**config.mk**
```make
export PLATFORM = sky130hd
export DESIGN_NAME = decode
export DESIGN_NICKNAME = d
export VERILOG_FILES = /design/src/rtl/venus_pkg.sv /design/src/rtl/regfile.sv /design/src/rtl/decode.sv
export SDC_FILE = /design/constraint.sdc
export NUM_CORES = 2
export LEC_CHECK = 0
export BUFFER_PORTS_ARGS = -buffer_cell sky130_fd_sc_hd__buf_2
export CORE_UTILIZATION = 60
export DETAILED_ROUTE_END_ITERATION = 7
export PLACE_DENSITY = 0.77
export SLEW_MARGIN = 20
export SYNTH_ARGS = -nofsm -noshare
export SYNTH_HDL_FRONTEND = slang
export SYNTH_SLANG_ARGS = --single-unit
```
**constraint.sdc**
```tcl
create_clock -name clk -period 5.6 [get_ports clk]
set_input_delay 0.56 -clock clk [delete_from_list [all_inputs] [get_ports clk]]
set_output_delay 0.56 -clock clk [all_outputs]
set_load 0.01 [all_outputs]
```
**src/rtl/venus_pkg.sv**
```systemverilog
// Shared definitions for the venus pipeline: instruction layout, class codes,
// decoded control bundle and the decode hazard FSM states.
package venus_pkg;

  localparam int unsigned XLEN = 32;
  localparam int unsigned NREG = 32;
  localparam int unsigned AW   = 5;
  localparam int unsigned IW   = 16;

  typedef enum logic [2:0] {
    CLS_INTE  = 3'd0,
    CLS_LOGIC = 3'd1,
    CLS_SHIFT = 3'd2,
    CLS_LD    = 3'd3,
    CLS_ST    = 3'd4,
    CLS_BR    = 3'd5,
    CLS_ILL6  = 3'd6,
    CLS_ILL7  = 3'd7
  } cls_e;

  // Field layout, MSB first: [31:29] cls, [28] immf, [27:26] subop,
  // [25:21] rd, [20:16] rs, [15:0] imm.
  typedef struct packed {
    logic [2:0]    cls;
    logic          immf;
    logic [1:0]    subop;
    logic [AW-1:0] rd;
    logic [AW-1:0] rs;
    logic [IW-1:0] imm;
  } inst_t;

  typedef struct packed {
    logic inte;
    logic lgc;
    logic shift;
    logic ld;
    logic st;
    logic br;
  } ctrl_t;

  typedef enum logic {
    ST_RUN    = 1'b0,
    ST_BUBBLE = 1'b1
  } state_e;

  // One-hot class decode; illegal classes yield an all-zero bundle.
  function automatic ctrl_t decode_ctrl(input logic [2:0] cls);
    ctrl_t c;
    c = '0;
    case (cls)
      CLS_INTE:  c.inte  = 1'b1;
      CLS_LOGIC: c.lgc   = 1'b1;
      CLS_SHIFT: c.shift = 1'b1;
      CLS_LD:    c.ld    = 1'b1;
      CLS_ST:    c.st    = 1'b1;
      CLS_BR:    c.br    = 1'b1;
      default:   c       = '0;
    endcase
    return c;
  endfunction

  function automatic logic [XLEN-1:0] ext_imm(input logic [2:0] cls,
                                              input logic [IW-1:0] imm);
    logic [XLEN-1:0] v;
    case (cls)
      CLS_LOGIC: v = {{(XLEN-IW){1'b0}}, imm};
      CLS_SHIFT: v = {{(XLEN-5){1'b0}}, imm[4:0]};
      default:   v = {{(XLEN-IW){imm[IW-1]}}, imm};
    endcase
    return v;
  endfunction

endpackage

```
**src/rtl/regfile.sv**
```systemverilog
// 2-read/1-write register file with asynchronous read; r0 is hard zero.
module regfile
  import venus_pkg::*;
(
  input  logic            clk,
  input  logic            rst,
  input  logic            we,
  input  logic [AW-1:0]   waddr,
  input  logic [XLEN-1:0] wdata,
  input  logic [AW-1:0]   raddr0,
  input  logic [AW-1:0]   raddr1,
  output logic [XLEN-1:0] rdata0,
  output logic [XLEN-1:0] rdata1
);

  logic [XLEN-1:0] mem [NREG];

  always_ff @(posedge clk or negedge rst) begin
    if (!rst) begin
      for (int i = 0; i < int'(NREG); i++) mem[i] <= '0;
    end else if (we && (waddr != '0)) begin
      mem[waddr] <= wdata;
    end
  end

  assign rdata0 = (raddr0 == '0) ? '0 : mem[raddr0];
  assign rdata1 = (raddr1 == '0) ? '0 : mem[raddr1];

endmodule

```
**src/rtl/decode.sv**
```systemverilog
// Issue/decode stage: decodes class/immediate/destination, reads operands with
// write-back bypass, inserts load-use bubbles and registers the bundle to execute.
module decode
  import venus_pkg::*;
(
  input  logic            clk,
  input  logic            rst,
  input  logic [31:0]     inst_i,
  input  logic            inst_valid_i,
  input  logic            stall_i,
  input  logic            flush_i,
  input  logic            wb_en_i,
  input  logic [AW-1:0]   wb_addr_i,
  input  logic [XLEN-1:0] wb_data_i,
  output logic            stall_o,
  output logic            valid_o,
  output logic [XLEN-1:0] rd_value_o,
  output logic [XLEN-1:0] rs_value_o,
  output logic [XLEN-1:0] imm_value_o,
  output logic [AW-1:0]   rd_addr_o,
  output logic            immf_o,
  output logic            ctrl_inte_o,
  output logic            ctrl_logic_o,
  output logic            ctrl_shift_o,
  output logic            ctrl_ld_o,
  output logic            ctrl_st_o,
  output logic            ctrl_br_o,
  output logic [1:0]      subop_o
);

  inst_t           inst;
  ctrl_t           ctrl_d;
  ctrl_t           ctrl_q;
  state_e          state;
  state_e          state_nx;
  logic [XLEN-1:0] rd_rf;
  logic [XLEN-1:0] rs_rf;
  logic [XLEN-1:0] rd_val;
  logic [XLEN-1:0] rs_val;
  logic            reads_last;
  logic            hazard;
  logic            accept;

  assign inst   = inst_t'(inst_i);
  assign ctrl_d = decode_ctrl(inst.cls);

  regfile u_regfile (
    .clk    (clk),
    .rst    (rst),
    .we     (wb_en_i),
    .waddr  (wb_addr_i),
    .wdata  (wb_data_i),
    .raddr0 (inst.rd),
    .raddr1 (inst.rs),
    .rdata0 (rd_rf),
    .rdata1 (rs_rf)
  );

  // Same-cycle write-back forwarding; r0 never forwards.
  assign rd_val = (wb_en_i && (wb_addr_i == inst.rd) && (inst.rd != '0)) ? wb_data_i : rd_rf;
  assign rs_val = (wb_en_i && (wb_addr_i == inst.rs) && (inst.rs != '0)) ? wb_data_i : rs_rf;

  // A held bundle still counts as last issued; bubbles/flushes clear valid_o.
  assign reads_last = (inst.rd == rd_addr_o) || (!inst.immf && (inst.rs == rd_addr_o));
  assign hazard     = (state == ST_RUN) && inst_valid_i && valid_o && ctrl_q.ld && reads_last;
  assign accept     = inst_valid_i && !stall_i && !hazard && !flush_i;
  assign stall_o    = stall_i || hazard;

  always_ff @(posedge clk or negedge rst) begin
    if (!rst) state <= ST_RUN;
    else      state <= state_nx;
  end

  always_comb begin
    state_nx = state;
    if (flush_i) begin
      state_nx = ST_RUN;
    end else if (!stall_i) begin
      case (state)
        ST_RUN:    if (hazard) state_nx = ST_BUBBLE;
        ST_BUBBLE: state_nx = ST_RUN;
        default:   state_nx = ST_RUN;
      endcase
    end
  end

  // Output bundle: flush kills, stall holds, otherwise issue or bubble.
  always_ff @(posedge clk or negedge rst) begin
    if (!rst) begin
      valid_o     <= 1'b0;
      ctrl_q      <= '0;
      rd_value_o  <= '0;
      rs_value_o  <= '0;
      imm_value_o <= '0;
      rd_addr_o   <= '0;
      immf_o      <= 1'b0;
      subop_o     <= '0;
    end else if (flush_i) begin
      valid_o <= 1'b0;
      ctrl_q  <= '0;
    end else if (!stall_i) begin
      if (accept) begin
        valid_o     <= |ctrl_d;
        ctrl_q      <= ctrl_d;
        rd_value_o  <= rd_val;
        rs_value_o  <= rs_val;
        imm_value_o <= ext_imm(inst.cls, inst.imm);
        rd_addr_o   <= inst.rd;
        immf_o      <= inst.immf;
        subop_o     <= inst.subop;
      end else begin
        valid_o <= 1'b0;
        ctrl_q  <= '0;
      end
    end
  end

  assign ctrl_inte_o  = ctrl_q.inte;
  assign ctrl_logic_o = ctrl_q.lgc;
  assign ctrl_shift_o = ctrl_q.shift;
  assign ctrl_ld_o    = ctrl_q.ld;
  assign ctrl_st_o    = ctrl_q.st;
  assign ctrl_br_o    = ctrl_q.br;

endmodule

```
==> impl_metrics.env <==
export IMPL_initial_utilization_pct=60.6
export IMPL_yosysSeqAreaShare_pct=47.9
export IMPL_post_cts_buffers=0
export IMPL_dp_hpwl_mm=109
export IMPL_netlist_area_um2=58600
export IMPL_worstPathMaxFanout=33
export IMPL_port_buffers=186
export IMPL_path_cells="buf_6 -> buf_4 -> or3b_2 -> buf_4 -> o22ai_1 -> nor4b_1 -> nand4b_1 -> o221ai_1"
export IMPL_syn_nets=4176
export IMPL_place_gp_congestion=0.879
export IMPL_synth_main_ff_cell="dfrtp_1"
export IMPL_cts_sink_count=1121
export IMPL_grtUsageTotal_pct=38.1
export IMPL_p_per_area_nw_per_um2=364
export IMPL_placementRows=114
export IMPL_async_flop_share_pct=100
export IMPL_start_kind="primary input"
export IMPL_die_x_um=314
export IMPL_crit_arrival_ns=3.85
export IMPL_drtAntennaViolNets=0
export IMPL_multiInputGateArea_um2=28300
export IMPL_layout_drive_gt1_share_pct=47.5
export IMPL_crit_path_max_incr_delay_ns=0.78
export IMPL_status="completed"
export IMPL_grt_remaining_overflow=0
export IMPL_peakVddDrop_uv=282
export IMPL_vias=40300
export IMPL_post_cts_resized=0
export IMPL_critPathRequiredTime_ns=6.15
export IMPL_hold_path_class="primary input to flip-flop"
export IMPL_setup_viol=0
export IMPL_cap_violations=0
export IMPL_cp_buffers_inverters=3
export IMPL_routed_wl_mm=186
export IMPL_hold_viol=0
export IMPL_fin_crit_sh_pct=58.9
export IMPL_grt_max_degree=153
export IMPL_synth_warnings=0
export IMPL_pre_cts_slack_ns=1.85
export IMPL_avgViaCountPerCell=7.46
export IMPL_hold_buffers=1
export IMPL_setup_worst_path_end_class="flip-flop"
export IMPL_coreArea_um2=96700
export IMPL_io_pins=187
export IMPL_final_cell_mix="1121 x dfrtp_1, 1051 x mux2_2, 383 x mux4_2"
export IMPL_clk_pin_slew_ns=0.06
export IMPL_clock_path_buffers=3
export IMPL_period_minus_slack_ns=3.30
export IMPL_crit_path_frequent_cell="buf_4"
export IMPL_clock_latency_ns=0.72
export IMPL_die_area_um2=98900
export IMPL_die_y_um=314
export IMPL_layout_commonest_cell="dfrtp_1"
export IMPL_critPathKind="primary input to flip-flop"
export IMPL_numCtsBuffers=117
export IMPL_ff_latch_area_um2=28100
export IMPL_slew_headroom_pct=16.9
export IMPL_drtIter0Drc=5071
export IMPL_area_delta_synth_final_pct=9.12
export IMPL_yosysUniqueCellTypes=55
export IMPL_power_leakage_nw=27.9
export IMPL_fmaxAchievable_ghz=0.303
export IMPL_htreeDepth=3
export IMPL_syn_instance_count=4101
export IMPL_synth_seq_cells=1121
export IMPL_firstDrtPassIters=6
export IMPL_setup_tns_ns=0
export IMPL_slew_violations=0
export IMPL_syn_mean_instance_area_um2=14.3
export IMPL_grt_pass1_vias=40200
export IMPL_skew_ns=0.0325
export IMPL_synth_edf_count=0
export IMPL_critPathTopFamily="simple AND/OR/NAND/NOR gates"
export IMPL_nFillCells=6861
export IMPL_cts_tree="done"
export IMPL_slowest_stage="nor4b_1"
export IMPL_antenna_found_initial=11
export IMPL_tightestPinTransition_ns=1.24
export IMPL_rsz0062_at_grt="false"
export IMPL_wire_per_inst_um=34.5
export IMPL_grt_first_pass_wirelength_mm=274
export IMPL_worst_slack_ns=2.30
export IMPL_drc_errors=0
export IMPL_nets=4094
export IMPL_clock_root_buffer="clkbuf_16"
==> layout make-up <==
cell class              count  area share (%)
diodes                     10          0.0391
clock buffers             179            5.45
clock inverters            31           0.509
inverters                  49           0.288
multi-input cells        2442            44.3
flip-flops and latches   1121            43.9
well taps                1276            2.50
repair buffers            288            3.06
==> cells in the mapped netlist, types with 3 or more instances <==
master / instances / area, um^2
o221ai_1: 63 / 552
nor4b_1: 3 / 26.3
a2111o_1: 5 / 56.3
xor2_1: 18 / 158
nor4_1: 5 / 31.3
a21oi_1: 74 / 370
nand4_1: 65 / 407
nand3b_1: 3 / 22.5
buf_1: 55 / 206
nand2_1: 90 / 338
buf_4: 53 / 398
a22o_1: 38 / 333
inv_1: 49 / 184
clkbuf_1: 251 / 942
nor3_1: 8 / 40.0
buf_6: 9 / 101
xnor2_1: 3 / 26.3
nand3_1: 35 / 175
o21ai_0: 3 / 15.0
nor2b_1: 9 / 56.3
o22ai_1: 37 / 231
mux2_2: 1051 / 11800
o22a_1: 27 / 236
a22oi_1: 96 / 721
mux2_1: 22 / 248
buf_2: 118 / 591
a32oi_1: 33 / 289
and2_1: 5 / 31.3
o41ai_1: 4 / 35.0
nor2_1: 16 / 60.1
a221oi_1: 22 / 193
o211ai_1: 4 / 30.0
a21o_1: 31 / 233
mux2i_1: 206 / 2060
dfrtp_1: 1121 / 28100
mux4_2: 383 / 8630
a211oi_1: 60 / 450
and3b_1: 4 / 35.0
==> state kept, by name (all words and copies together) (netlist names) <==
name / flops
subop_o: 2
ctrl_br_o: 1
ctrl_st_o: 1
rd_addr_o: 5
state: 1
rs_value_o: 32
imm_value_o: 17
ctrl_inte_o: 1
u_regfile.mem: 1024
immf_o: 1
valid_o: 1
ctrl_shift_o: 1
rd_value_o: 32
ctrl_ld_o: 1
ctrl_logic_o: 1
==> cells by family after synthesis <==
group | after synthesis | share of synthesized area, %
flops | 1121 | 47.9
xor+xnor | 21 | 0.314
buf+inv | 538 | 4.18
simple gates | 257 | 2.28
compound gates | 502 | 6.47
mux | 1662 | 38.9
==> power by group <==
| part | switching (mW) | internal (mW) |
|---|---|---|
| registers | 1.25 | 9.63 |
| clock network | 3.32 | 4.48 |
| logic | 1.97 | 2.62 |
==> worst paths after layout <==
check	to	slack [ns]	depth (start not counted)	start
setup / recovery	rd_value_o[30]	2.30	8	inst_i[23]
hold reg to reg	u_regfile.mem[1011]	0.40	0	u_regfile.mem[1011]
min in group asynchronous	u_regfile.mem[817]	0.48	2	rst
hold / removal	state	0.07	2	flush_i
setup reg to reg	rd_value_o[13]	2.66	7	rd_addr_o[2]
max in group asynchronous	u_regfile.mem[598]	3.57	3	rst
==> per-layer routing <==
metal  vias up  share of wire, %  track usage (%)
met3       602                12             11.4
met2      2739                44             55.0
met4         8               5.5             19.6
met5         -             0.027                0
li1      15600                 -                -
met1     21300                38             52.5
==> stage by stage <==
| step | instances | power (mW) | util, % | hold WS, ns | cell area [um^2] |
|---|---|---|---|---|---|
| after detailed placement | 5175 | 15.5 | 62.1 | 0.384 | 60100 |
| after global routing | 5388 | 24.1 | 66.1 | 0.0677 | 63900 |
| final | 5396 | 23.3 | 66.1 | 0.0652 | 63900 |
| after floorplan | 4101 | 13.9 | - | 0.264 | 58600 |
| after CTS | 5386 | 23.2 | 66.1 | 0.0388 | 63900 |
| after global placement | 5174 | 15.2 | 62.1 | 0.378 | 60000 |
Power figures use the tool's default switching activity.
